==> src/rtl/mdu_div_seq.sv <==
// Multi-cycle restoring divider for DIV/DIVU/REM/REMU. It stalls the pipeline while it runs
// and pulses done for one cycle when result is valid.
//
// state | meaning
// IDLE  | waiting for an accepted start
// ITER  | one restoring-division step per cycle, XLEN steps
// FIX   | sign-correct quotient or remainder into result
// DONE  | result valid, done pulse; start ignored (same instruction still in EX)
`timescale 1ns/1ps
module mdu_div_seq #(
  parameter int XLEN = 32
) (
  input  logic            clk,
  input  logic            rst,
  input  logic            start,
  input  logic [3:0]      op,
  input  logic            flush,
  input  logic [XLEN-1:0] dividend,
  input  logic [XLEN-1:0] divisor,
  output logic            stall,
  output logic            done,
  output logic [XLEN-1:0] result,
  output logic            busy
);

  localparam int CNT_W = $clog2(XLEN);
  localparam logic [XLEN-1:0] INT_MIN = {1'b1, {(XLEN-1){1'b0}}};

  typedef enum logic [1:0] {S_IDLE, S_ITER, S_FIX, S_DONE} state_t;

  state_t            state_q, state_d;
  logic [CNT_W-1:0]  cnt_q, cnt_d;
  logic [XLEN:0]     rem_q, rem_d;
  logic [XLEN-1:0]   quot_q, quot_d;
  logic [XLEN-1:0]   dvsr_q, dvsr_d;
  logic              is_rem_q, is_rem_d;
  logic              neg_quot_q, neg_quot_d;
  logic              neg_rem_q, neg_rem_d;
  logic [XLEN-1:0]   result_q, result_d;
  logic              done_q, done_d;
  logic              busy_q, busy_d;

  logic              accept;
  logic              is_signed;
  logic              a_neg, b_neg;
  logic [XLEN-1:0]   a_mag, b_mag;
  logic              div_zero, ovf;
  logic [XLEN:0]     rem_shift, rem_sub;
  logic              ge;
  logic [XLEN-1:0]   fix_val;
  logic              unused_ok;

  always_comb begin
    is_signed = !op[0];
    a_neg     = is_signed && dividend[XLEN-1];
    b_neg     = is_signed && divisor[XLEN-1];
    a_mag     = a_neg ? -dividend : dividend;
    b_mag     = b_neg ? -divisor : divisor;
    div_zero  = (divisor == '0);
    ovf       = is_signed && (dividend == INT_MIN) && (divisor == '1);
    accept    = (state_q == S_IDLE) && start && !flush && op[3];
    unused_ok = op[2];

    // rem_q[XLEN] is always zero between steps, so the shift only needs the low bits.
    rem_shift = {rem_q[XLEN-1:0], quot_q[XLEN-1]};
    rem_sub   = rem_shift - {1'b0, dvsr_q};
    ge        = (rem_shift >= {1'b0, dvsr_q});

    if (is_rem_q) begin
      fix_val = neg_rem_q ? XLEN'(-rem_q) : rem_q[XLEN-1:0];
    end else begin
      fix_val = neg_quot_q ? -quot_q : quot_q;
    end
  end

  always_comb begin
    state_d    = state_q;
    cnt_d      = cnt_q;
    rem_d      = rem_q;
    quot_d     = quot_q;
    dvsr_d     = dvsr_q;
    is_rem_d   = is_rem_q;
    neg_quot_d = neg_quot_q;
    neg_rem_d  = neg_rem_q;
    result_d   = result_q;

    case (state_q)
      S_IDLE: begin
        if (accept) begin
          is_rem_d   = op[1];
          neg_quot_d = a_neg ^ b_neg;
          neg_rem_d  = a_neg;
          dvsr_d     = b_mag;
          if (div_zero) begin
            state_d  = S_DONE;
            result_d = op[1] ? dividend : '1;
          end else if (ovf) begin
            state_d  = S_DONE;
            result_d = op[1] ? '0 : INT_MIN;
          end else begin
            state_d  = S_ITER;
            cnt_d    = '0;
            rem_d    = '0;
            quot_d   = a_mag;
          end
        end
      end
      S_ITER: begin
        if (flush) begin
          state_d = S_IDLE;
        end else begin
          rem_d  = ge ? rem_sub : rem_shift;
          quot_d = {quot_q[XLEN-2:0], ge};
          cnt_d  = cnt_q + CNT_W'(1);
          if (cnt_q == CNT_W'(XLEN-1)) begin
            state_d = S_FIX;
          end
        end
      end
      S_FIX: begin
        if (flush) begin
          state_d = S_IDLE;
        end else begin
          result_d = fix_val;
          state_d  = S_DONE;
        end
      end
      S_DONE: begin
        state_d = S_IDLE;
      end
      default: begin
        state_d = S_IDLE;
      end
    endcase

    done_d = (state_d == S_DONE);
    busy_d = (state_d != S_IDLE);
  end

  always_ff @(posedge clk) begin
    if (rst) begin
      state_q    <= S_IDLE;
      cnt_q      <= '0;
      rem_q      <= '0;
      quot_q     <= '0;
      dvsr_q     <= '0;
      is_rem_q   <= 1'b0;
      neg_quot_q <= 1'b0;
      neg_rem_q  <= 1'b0;
      result_q   <= '0;
      done_q     <= 1'b0;
      busy_q     <= 1'b0;
    end else begin
      state_q    <= state_d;
      cnt_q      <= cnt_d;
      rem_q      <= rem_d;
      quot_q     <= quot_d;
      dvsr_q     <= dvsr_d;
      is_rem_q   <= is_rem_d;
      neg_quot_q <= neg_quot_d;
      neg_rem_q  <= neg_rem_d;
      result_q   <= result_d;
      done_q     <= done_d;
      busy_q     <= busy_d;
    end
  end

  // stall must rise in the start cycle itself, so it looks at the live request.
  assign stall  = accept || (state_q == S_ITER) || (state_q == S_FIX);
  assign done   = done_q;
  assign busy   = busy_q;
  assign result = result_q;

endmodule

==> config.mk <==
export PLATFORM = sky130hd
export DESIGN_NAME = mdu_div_seq
export DESIGN_NICKNAME = d
export VERILOG_FILES = /design/src/rtl/mdu_div_seq.sv
export SDC_FILE = /design/constraint.sdc
export NUM_CORES = 1
export LEC_CHECK = 0
export ABC_AREA = 1
export CORE_MARGIN = 2
export CORE_UTILIZATION = 54
export DETAILED_ROUTE_END_ITERATION = 8
export GPL_TIMING_DRIVEN = 0
export PLACE_DENSITY = 0.86
export SYNTH_ARGS = -nofsm -noshare
export SYNTH_HDL_FRONTEND = slang
export SYNTH_SLANG_ARGS = --single-unit
==> constraint.sdc <==
create_clock -name clk -period 2.18 [get_ports clk]
set_input_delay 0.436 -clock clk [delete_from_list [all_inputs] [get_ports clk]]
set_output_delay 0.436 -clock clk [all_outputs]
set_load 0.01 [all_outputs]
=== Word-level counts from Yosys, hierarchy flattened ===
Cells that the tools add are included.

* Register bits: 140
* Latch bits: 0
* Bits in writable memories: 0
* ROM bits: 0
* Input port bits: 72
* Output and inout port bits: 35
* Word-level logic and storage cells: 86
* Memories kept: 0

* Add/sub/neg operators: 6
* $mul: 0
* Divide/modulo/power cells: 0
* Magnitude comparators: 1
* Equal/unequal tests: 13
* Shift-type cells: 0
* Multiplexer cells: 35
* Bitwise logic cells: 1
* Reduce and logical (&&, ||, !) cells: 19

{| class="wikitable"
|+ Operators by type and width
! operator !! number
|-
| 32-bit 2-to-1 mux || 20
|-
| 32-bit case mux with 2 select lines || 3
|-
| 32-bit negation || 4
|-
| 32-bit equality test (second input constant) || 2
|-
| 33-bit by 32-bit >= comparator with 1-bit output || 1
|-
| 32-bit logical NOT || 1
|-
| 32-bit subtractor || 1
|-
| 5-bit 2-to-1 mux || 4
|-
| 2-bit 2-to-1 mux || 6
|-
| 2-bit != test (second input constant) || 5
|-
| 5-bit case mux with 2 select lines || 1
|-
| 2-bit case mux with 4 select lines || 1
|-
| 1-bit logical AND || 7
|-
| 2-bit equality test (second input constant) || 3
|-
| 2-bit nonzero test || 3
|-
| 5-bit by 1-bit adder with 5-bit output (second input constant) || 1
|-
| 5-bit equality test (second input constant) || 1
|-
| 5-bit AND reduction || 1
|-
| 4-bit AND reduction || 1
|-
| 3-bit != test (second input constant) || 1
|-
| 2-bit by 1-bit equality test with 1-bit output (second input constant) || 1
|-
| 1-bit logical NOT || 2
|-
| 2-bit logical NOT || 1
|-
| 1-bit logical OR || 2
|-
| other kinds (2) || 2
|}

=== Logic depth before layout (Yosys ltp) ===
Gate-level depths: netlist (run 1).

* Depth after elaboration: 8
* Gate-level depth with buffers: 17
* Mapped depth without buffers: 16

=== Worst setup path after synthesis (run 1) ===
OpenSTA, ideal clock, no wires.

* Path type: flip-flop to flip-flop
* From: register rem_q[11]
* To: register rem_q[10]
* Data arrival time: 1.892 ns
* Slack: 0.156 ns
* Stages on the path, launching flop included: 13
* Path buffers: 1
* Period minus slack after synthesis: 2.024 ns
* Cells stage by stage: dfxtp_1 ha_1 nand2_1 inv_1 a21oi_1 o21bai_1 inv_1 nand2_1 nand2_2 clkbuf_1 nand3_1 nand3_1 a21oi_2

* Cells in the longest elaborated chain, start to end: 4

{| class="wikitable"
|+ Ends and longest elaborated chain
! item !! line !! source
|-
| from (decl) || 33 || <nowiki>logic [XLEN:0] rem_q, rem_d;</nowiki>
|-
| from (signal assigned) || 156 || <nowiki>rem_q <= rem_d;</nowiki>
|-
| 33-bit by 32-bit >= comparator with 1-bit output || 67 || <nowiki>ge = (rem_shift >= {1'b0, dvsr_q});</nowiki>
|-
| 32-bit 2-to-1 mux || 112 || <nowiki>rem_d = ge ? rem_sub : rem_shift;</nowiki>
|-
| 32-bit 2-to-1 mux || 109 || <nowiki>if (flush) begin</nowiki>
|-
| 32-bit case mux with 2 select lines || 87 || <nowiki>case (state_q)</nowiki>
|}

No other way between the ends. The select of a mux whose other input is x is not followed.
A chain may end at the register's enable or synchronous reset.

=== Worst setup path in the final report (run 1) ===
* From: register dvsr_q[25]
* To: register rem_q[19]

* Cells in the longest elaborated chain, start to end: 4

{| class="wikitable"
|+ Ends and longest elaborated chain
! item !! line !! source
|-
| from (decl) || 35 || <nowiki>logic [XLEN-1:0] dvsr_q, dvsr_d;</nowiki>
|-
| from (signal assigned) || 158 || <nowiki>dvsr_q <= dvsr_d;</nowiki>
|-
| 33-bit by 32-bit >= comparator with 1-bit output || 67 ||
|-
| 32-bit 2-to-1 mux || 112 ||
|-
| 32-bit 2-to-1 mux || 109 ||
|-
| 32-bit case mux with 2 select lines || 87 ||
|}

No other way between the ends. The select of a mux whose other input is x is not followed.

==> results of run 1 <==
-- routing by layer --
metal | global-route usage, % | up-vias | part of all wire [%]
li1 | - | 7753 | -
met1 | 58.0 | 7886 | 38
met2 | 65.3 | 1335 | 41
met3 | 14.3 | 349 | 15
met4 | 22.0 | 4 | 6.4
met5 | 0 | - | 0.15
-- worst max-delay path, delay by kind of cell (launching register included) --
kind            cells  cell delay [ns]
simple gates        8             0.90
fa+ha+maj           1             0.32
flops               1             0.34
buf+inv             4             0.47
compound gates      1             0.16
-- logic make-up after synthesis --
family / count (synthesis)
xor+xnor: 48
simple gates: 1252
flops: 140
buf+inv: 368
fa+ha+maj: 40
compound gates: 391
-- synthesized netlist by cell type (all sizes together), types with 4 or more instances --
cell type    n  share of area, %
nand2      630                19
nor2       301               9.4
inv        282               8.3
nand3      240               9.8
o21ai      194               7.6
a21oi      160               6.9
dfxtp      140                22
clkbuf      51               1.5
ha          39               3.8
nand4       33               1.7
buf         32               1.9
xor2        27               1.9
nor3        24               1.0
xnor2       21               1.4
nand3b      11              0.65
o22ai        9              0.44
o21bai       6              0.35
o211ai       5              0.30
or2          5              0.25
nor4         4              0.20
o21a         4              0.24
o221ai       4              0.28
-- worst min path at each step --
| stage | endpoint | cells past startpoint |
|---|---|---|
| after CTS | dvsr_q[17] | 3 |
| after floorplan | cnt_q[4] | 2 |
| after global placement | result[29] | 2 |
| final | dvsr_q[17] | 3 |
| after global routing | dvsr_q[5] | 3 |
| after detailed placement | result[27] | 2 |
-- metrics by stage --
step	cell area [um2]	std cells	setup slack [ns]	hold slack, ns	TNS, ns
3_5_place_dp	14200	2662	-1.01	0.455	-81.31
4_1_cts	16400	2770	-0.0136	0.396	-0.0211
5_1_grt	17700	2810	-0.181	0.430	-4.66
6_report	17700	2810	-0.125	0.404	-2.41
3_3_place_gp	14200	2662	-1.01	0.453	-79.03
2_1_floorplan	12700	2239	0.156	0.443	0
-- flip-flops by register name, indices dropped and copies added, names as in the netlist --
name	cells
done	1
neg_quot_q	1
is_rem_q	1
neg_rem_q	1
result	32
cnt_q	5
state_q	2
rem_q	32
dvsr_q	32
busy	1
quot_q	32
-- power breakdown --
group          switching [uW]  internal, uW  leakage [uW]  total [uW]
Clock                    1440          1740      0.000290        3180
Combinational            2170          1360       0.00695        3530
Sequential               95.5          2640       0.00117        2730
-- timing repair --
item	CTS	global route
pin swaps	51	126
cloned	5	4
endpoints found under the hold margin	0	0
setup buffers	71	41
resized for setup	283	308
hold buffers	0	0
endpoints found under the setup margin	105	109
-- layout make-up --
cell class                      instances  area, um2  share of cell area [%]
Clock buffer                           18        429                    2.42
Multi-Input combinational cell       1733      10100                    56.7
Sequential cell                       140       2900                    16.3
Inverter                              285       1100                    6.18
Tap cell                              319        399                    2.25
Clock inverter                         14        175                   0.987
Timing Repair Buffer                  218       2080                    11.7
Buffer                                 83        607                    3.42
==> out/metrics.yaml, run 1 <==
outcome:
  status: "finished with violations"
  violations: "setup timing"
synthesis:
  synth.yosys.seq_area_share_pct: 22.0
  syn_area_per_cell_um2: 5.68
  synth_xor_area_share_pct: 3.31
  synth_compound_area_share_pct: 16.7
  synthAdderAreaFrac_pct: 3.99
  yosysWarnings: 0
  synth.area.mux_share_pct: 0
  netlist_area_um2: 12700
  yosys.area_share.simple_pct: 42.2
  synth_edf_count: 0
  yosys.cell_types.count: 49
  ys_seq_elements: 140
  async_flop_share_pct: 0
  synth_top_family_by_area: "simple AND/OR/NAND/NOR gates"
  synthesis.nets: 2351
  synthFlopType: "dfxtp_1"
  synthCells: 2239
clocking:
  clock_path_buffers: 2
  clk_latency_ns: 0.46
  cts_buffers: 17
  cts_tree: "yes"
  root_buffer: "clkbuf_16"
  htreeDepth: 4
  clkTransAtPathRegs_ns: 0.08
  cts_sinks: 140
worst_hold_path:
  hp-class: "primary input to flip-flop"
  min_from: "divisor[17]"
sta:
  hold_viol: 0
  drv_slew: 0
  fin_crit_sh_pct: 106
  setup_ws_ns: -0.125
  setup_viol: 34
  layout_min_cycle_time_ns: 2.30
  max_freq_mhz: 434
  tightest_slew_ns: 0.945
  fin_skew_ns: 0.0187
  rsz0062_at_grt: "true"
  maxSlewHeadroom_pct: 37.0
die:
  start_util_pct: 54.7
  die_w_um: 157
  core_area_um2: 23300
  die-area_um2: 24800
  die-height_um: 157
  ioPinCount: 107
  rows: 56
global_route:
  antenna_found_initial: 1
  grt_pass1_vias: 15319
  grt_pass1_wl_mm: 83.7
  grt-ovfl-total: 0
  grt_usage_pct: 44.3
  grt_start_max_net_pins: 17
setup_path:
  reg2reg_from: "dvsr_q[25]"
  crit_path_end: "rem_q[19]"
  required_ns: 2.55
  worst_r2r_path_depth: 14
  critPathMaxFanout: 10
  cp_common_cell: "nand2_2"
  endpoint_kind: "flip-flop"
  critPathArrivalTime_ns: 2.67
  crit_start: "dvsr_q[25]"
  startpoint_type: "flip-flop"
  cp_cell_sequence: "inv_2 -> ha_4 -> nand2_1 -> inv_2 -> nand2_2 -> nor3_2 -> nand2_2 -> nand2_2 -> nor2_4 -> buf_12 -> buf_4 -> nand3_1 -> nand3_1 -> a21oi_1"
  crit_path_max_incr_delay_ns: 0.34
  r2r_end: "rem_q[19]"
  critPathSlowestCell: "dfxtp_2"
  crit_type: "flip-flop to flip-flop"
  r2r_slack_ns: -0.12
power_and_ir_drop:
  ir_worst_vdd_mv: 0.473
  power_uw: 9440
  power.density_nw_per_um2: 532
  p_leak_uw: 0.00840
drt:
  wirelength_mm: 59.3
  drt_iter0_drc: 2495
  via_per_inst: 6.17
  dr_total_vias: 17327
  wl_per_cell_um: 21.1
  drc: 0
  antenna_left: 0
  drt_pass1_iterations: 8
finish:
  mostFrequentLayoutCells: "nand2_1, nor2_1, inv_1"
  syn2layout_area_growth_pct: 39.5
  diodes: 0
  fin_util_pct: 76.3
  final_layout_size_suffix_gt1_share_pct: 24.0
  final_nets: 2590
  mostFrequentLayoutCell: "nand2_1"
  nFillCells: 1811
run:
  drv_cap: 0
placed_design:
  hpwlAfterDp_mm: 40.8
  io_buffers: 104
  gp_congestion: 1.04
Power figures use the tool's default switching activity.
==> run 2, diff against run 1 <==
--- a/config.mk
+++ b/config.mk
@@ -12,3 +12,3 @@
 export GPL_TIMING_DRIVEN = 0
-export PLACE_DENSITY = 0.86
+export PLACE_DENSITY = 0.85
 export SYNTH_ARGS = -nofsm -noshare
==> constraint.sdc (replaced) <==
create_clock -name clk -period 2.18 [get_ports clk]
set_input_delay 0.545 -clock clk [delete_from_list [all_inputs] [get_ports clk]]
set_output_delay 0.545 -clock clk [all_outputs]
set_load 0.01 [all_outputs]
==> out/metrics.yaml, run 2 (synthesis results as in run 1) <==
sta:
  maxSlewHeadroom_pct: 34.7  # -2.3 points
  rsz0062_at_grt: "true"
  whs_ns: 0.426  # +0.0223 ns
  layout_min_cycle_time_ns: 2.28  # -0.0255 ns
  setup_viol: 37  # +8.8%
  tightest_slew_ns: 0.980  # +0.0348 ns
  fin_skew_ns: 0.0177  # -0.000960 ns
  max_freq_mhz: 439  # +1.1%
  setup_ws_ns: -0.0992  # +0.0255 ns
  fin_crit_sh_pct: 105  # -1.2 points
  hold_viol: 0  # unchanged
  drv_slew: 0  # unchanged
drt:
  antenna_left: 0  # unchanged
  dr_total_vias: 17069  # -1.5%
  wl_per_cell_um: 20.6  # -2.6%
  drt_iter0_drc: 2346  # -6.0%
  drc: 0  # unchanged
  via_per_inst: 6.10  # -1.0%
  drt_pass1_iterations: 6  # -2
  wirelength_mm: 57.5  # -3.0%
setup_path:
  reg2reg_from: "dvsr_q[6]"
  endpoint_kind: "flip-flop"
  crit_type: "flip-flop to flip-flop"
  r2r_slack_ns: -0.1  # +0.03 ns
  critPathMaxFanout: 10  # unchanged
  crit_start: "dvsr_q[6]"
  required_ns: 2.54  # about the same
  startpoint_type: "flip-flop"
  critPathArrivalTime_ns: 2.64  # -0.03 ns
placed_design:
  hpwlAfterDp_mm: 40.7  # -0.24%
  io_buffers: 104  # unchanged
  placedCellCount: 2662  # unchanged
  gp_congestion: 1.04  # +0.25%
  pre_cts_ws_ns: -1.19  # -0.178 ns
clocking:
  clock_path_buffers: 2  # unchanged
  clkTransAtPathRegs_ns: 0.07  # about the same
  cts_sinks: 140  # unchanged
  root_buffer: "clkbuf_16"
  cts_buffers: 17  # unchanged
  cts_tree: "yes"
  hold_buffers: 0  # unchanged
  clk_latency_ns: 0.44  # -0.02 ns
  htreeDepth: 4  # unchanged
finish:
  finalNonFillerCells: 2797  # -0.46%
  syn2layout_area_growth_pct: 36.7
  nFillCells: 1958  # +8.1%
  diodes: 0  # unchanged
  mostFrequentLayoutCells: "nand2_1, inv_1, nor2_1"
  final_layout_size_suffix_gt1_share_pct: 23.2  # -0.80 points
  multi_input_area_um2: 9950  # -1.1%
  final_nets: 2577  # -0.50%
  mostFrequentLayoutCell: "nand2_1"
  fin_util_pct: 74.7  # -1.6 points
  register_area_um2: 2880  # -0.65%
die:
  ioPinCount: 107  # unchanged
  die-height_um: 157  # unchanged
  die_w_um: 157  # unchanged
  core_area_um2: 23300  # unchanged
  die-area_um2: 24800  # unchanged
  rows: 56  # unchanged
  start_util_pct: 54.7  # unchanged
global_route:
  antenna_found_initial: 1  # unchanged
  grt_start_max_net_pins: 17  # unchanged
  grt-ovfl-total: 0  # unchanged
  grt_pass1_wl_mm: 83.7  # about the same
  grt_pass1_vias: 15131  # -1.2%
  grt_usage_pct: 44.3  # about the same
power_and_ir_drop:
  ir_worst_vdd_mv: 0.464  # -2.0%
  p_leak_uw: 0.00823  # -2.1%
  power.density_nw_per_um2: 520  # -2.2%
worst_hold_path:
  min_from: "divisor[1]"
  hp-class: "primary input to flip-flop"
outcome:
  status: "finished with violations"
  violations: "setup timing"
run:
  drv_cap: 0  # unchanged
-- run 2: cell types whose count changed in the layout (fill, tap and decap cells not counted), sizes merged --
cell,before,now
inv,291,290
clkdlybuf4s15,0,8
dlymetal6s2s,30,14
clkbuf,71,85
bufinv,2,1
clkinv,4,6
buf,144,133
nand2,632,631
clkdlybuf4s50,57,46
dlygate4sd2,17,21
-- run 2: critical path, cell delays in order, from the launching register on --
cell,delay (ns)
dfxtp_2,0.33
inv_1,0.07
ha_4,0.31
nand2_1,0.12
nor2_4,0.14
nand3_1,0.13
nand3_4,0.14
nand2_2,0.07
nand2_2,0.11
nand2_4,0.12
buf_6,0.19
nand3_1,0.07
nand2_1,0.07
inv_1,0.13
nand2_2,0.06
a21oi_2,0.11
-- run 2: worst paths after layout --
kind / cells past startpoint / to
worst max-delay path: 15 / rem_q[30]
worst min-delay path: 3 / dvsr_q[1]
worst max register to register: 15 / rem_q[30]
worst min register to register: 2 / result[27]
-- run 2: cell type report --
cell class | count | area share [%]
Timing Repair Buffer | 206 | 10.9
Multi-Input combinational cell | 1732 | 57.2
Clock inverter | 14 | 0.857
Inverter | 285 | 6.23
Sequential cell | 140 | 16.6
Tap cell | 319 | 2.30
Clock buffer | 18 | 2.53
Buffer | 83 | 3.42
-- run 2: power breakdown --
part           switching [uW]  internal, uW
registers                95.2          2640
logic                    2030          1220
clock network            1420          1650
total                    3540          5500
-- run 2: routing by layer --
layer	GRT usage, %	routed length [um]
met4	18.1	3080
met5	0	13
met2	66.5	24200
met1	60.5	22600
met3	10.8	7590
-- run 2: timing repair --
item | CTS | global route
gates resized for setup | 360 | 249
gates cloned | 5 | 3
setup endpoints to repair | 107 | 116
pin swaps | 65 | 92
setup buffers | 65 | 31
-- run 2: stage by stage --
step | instance area [um2] | power, uW | TNS [ns]
final | 17400 | 9040 | -1.48
after global routing | 17400 | 9320 | -5.06
after CTS | 16500 | 8570 | -0.0134
after detailed placement | 14200 | 5090 | -103.66
after global placement | 14200 | 5070 | -98.22
after floorplan | 12700 | 4310 | 0
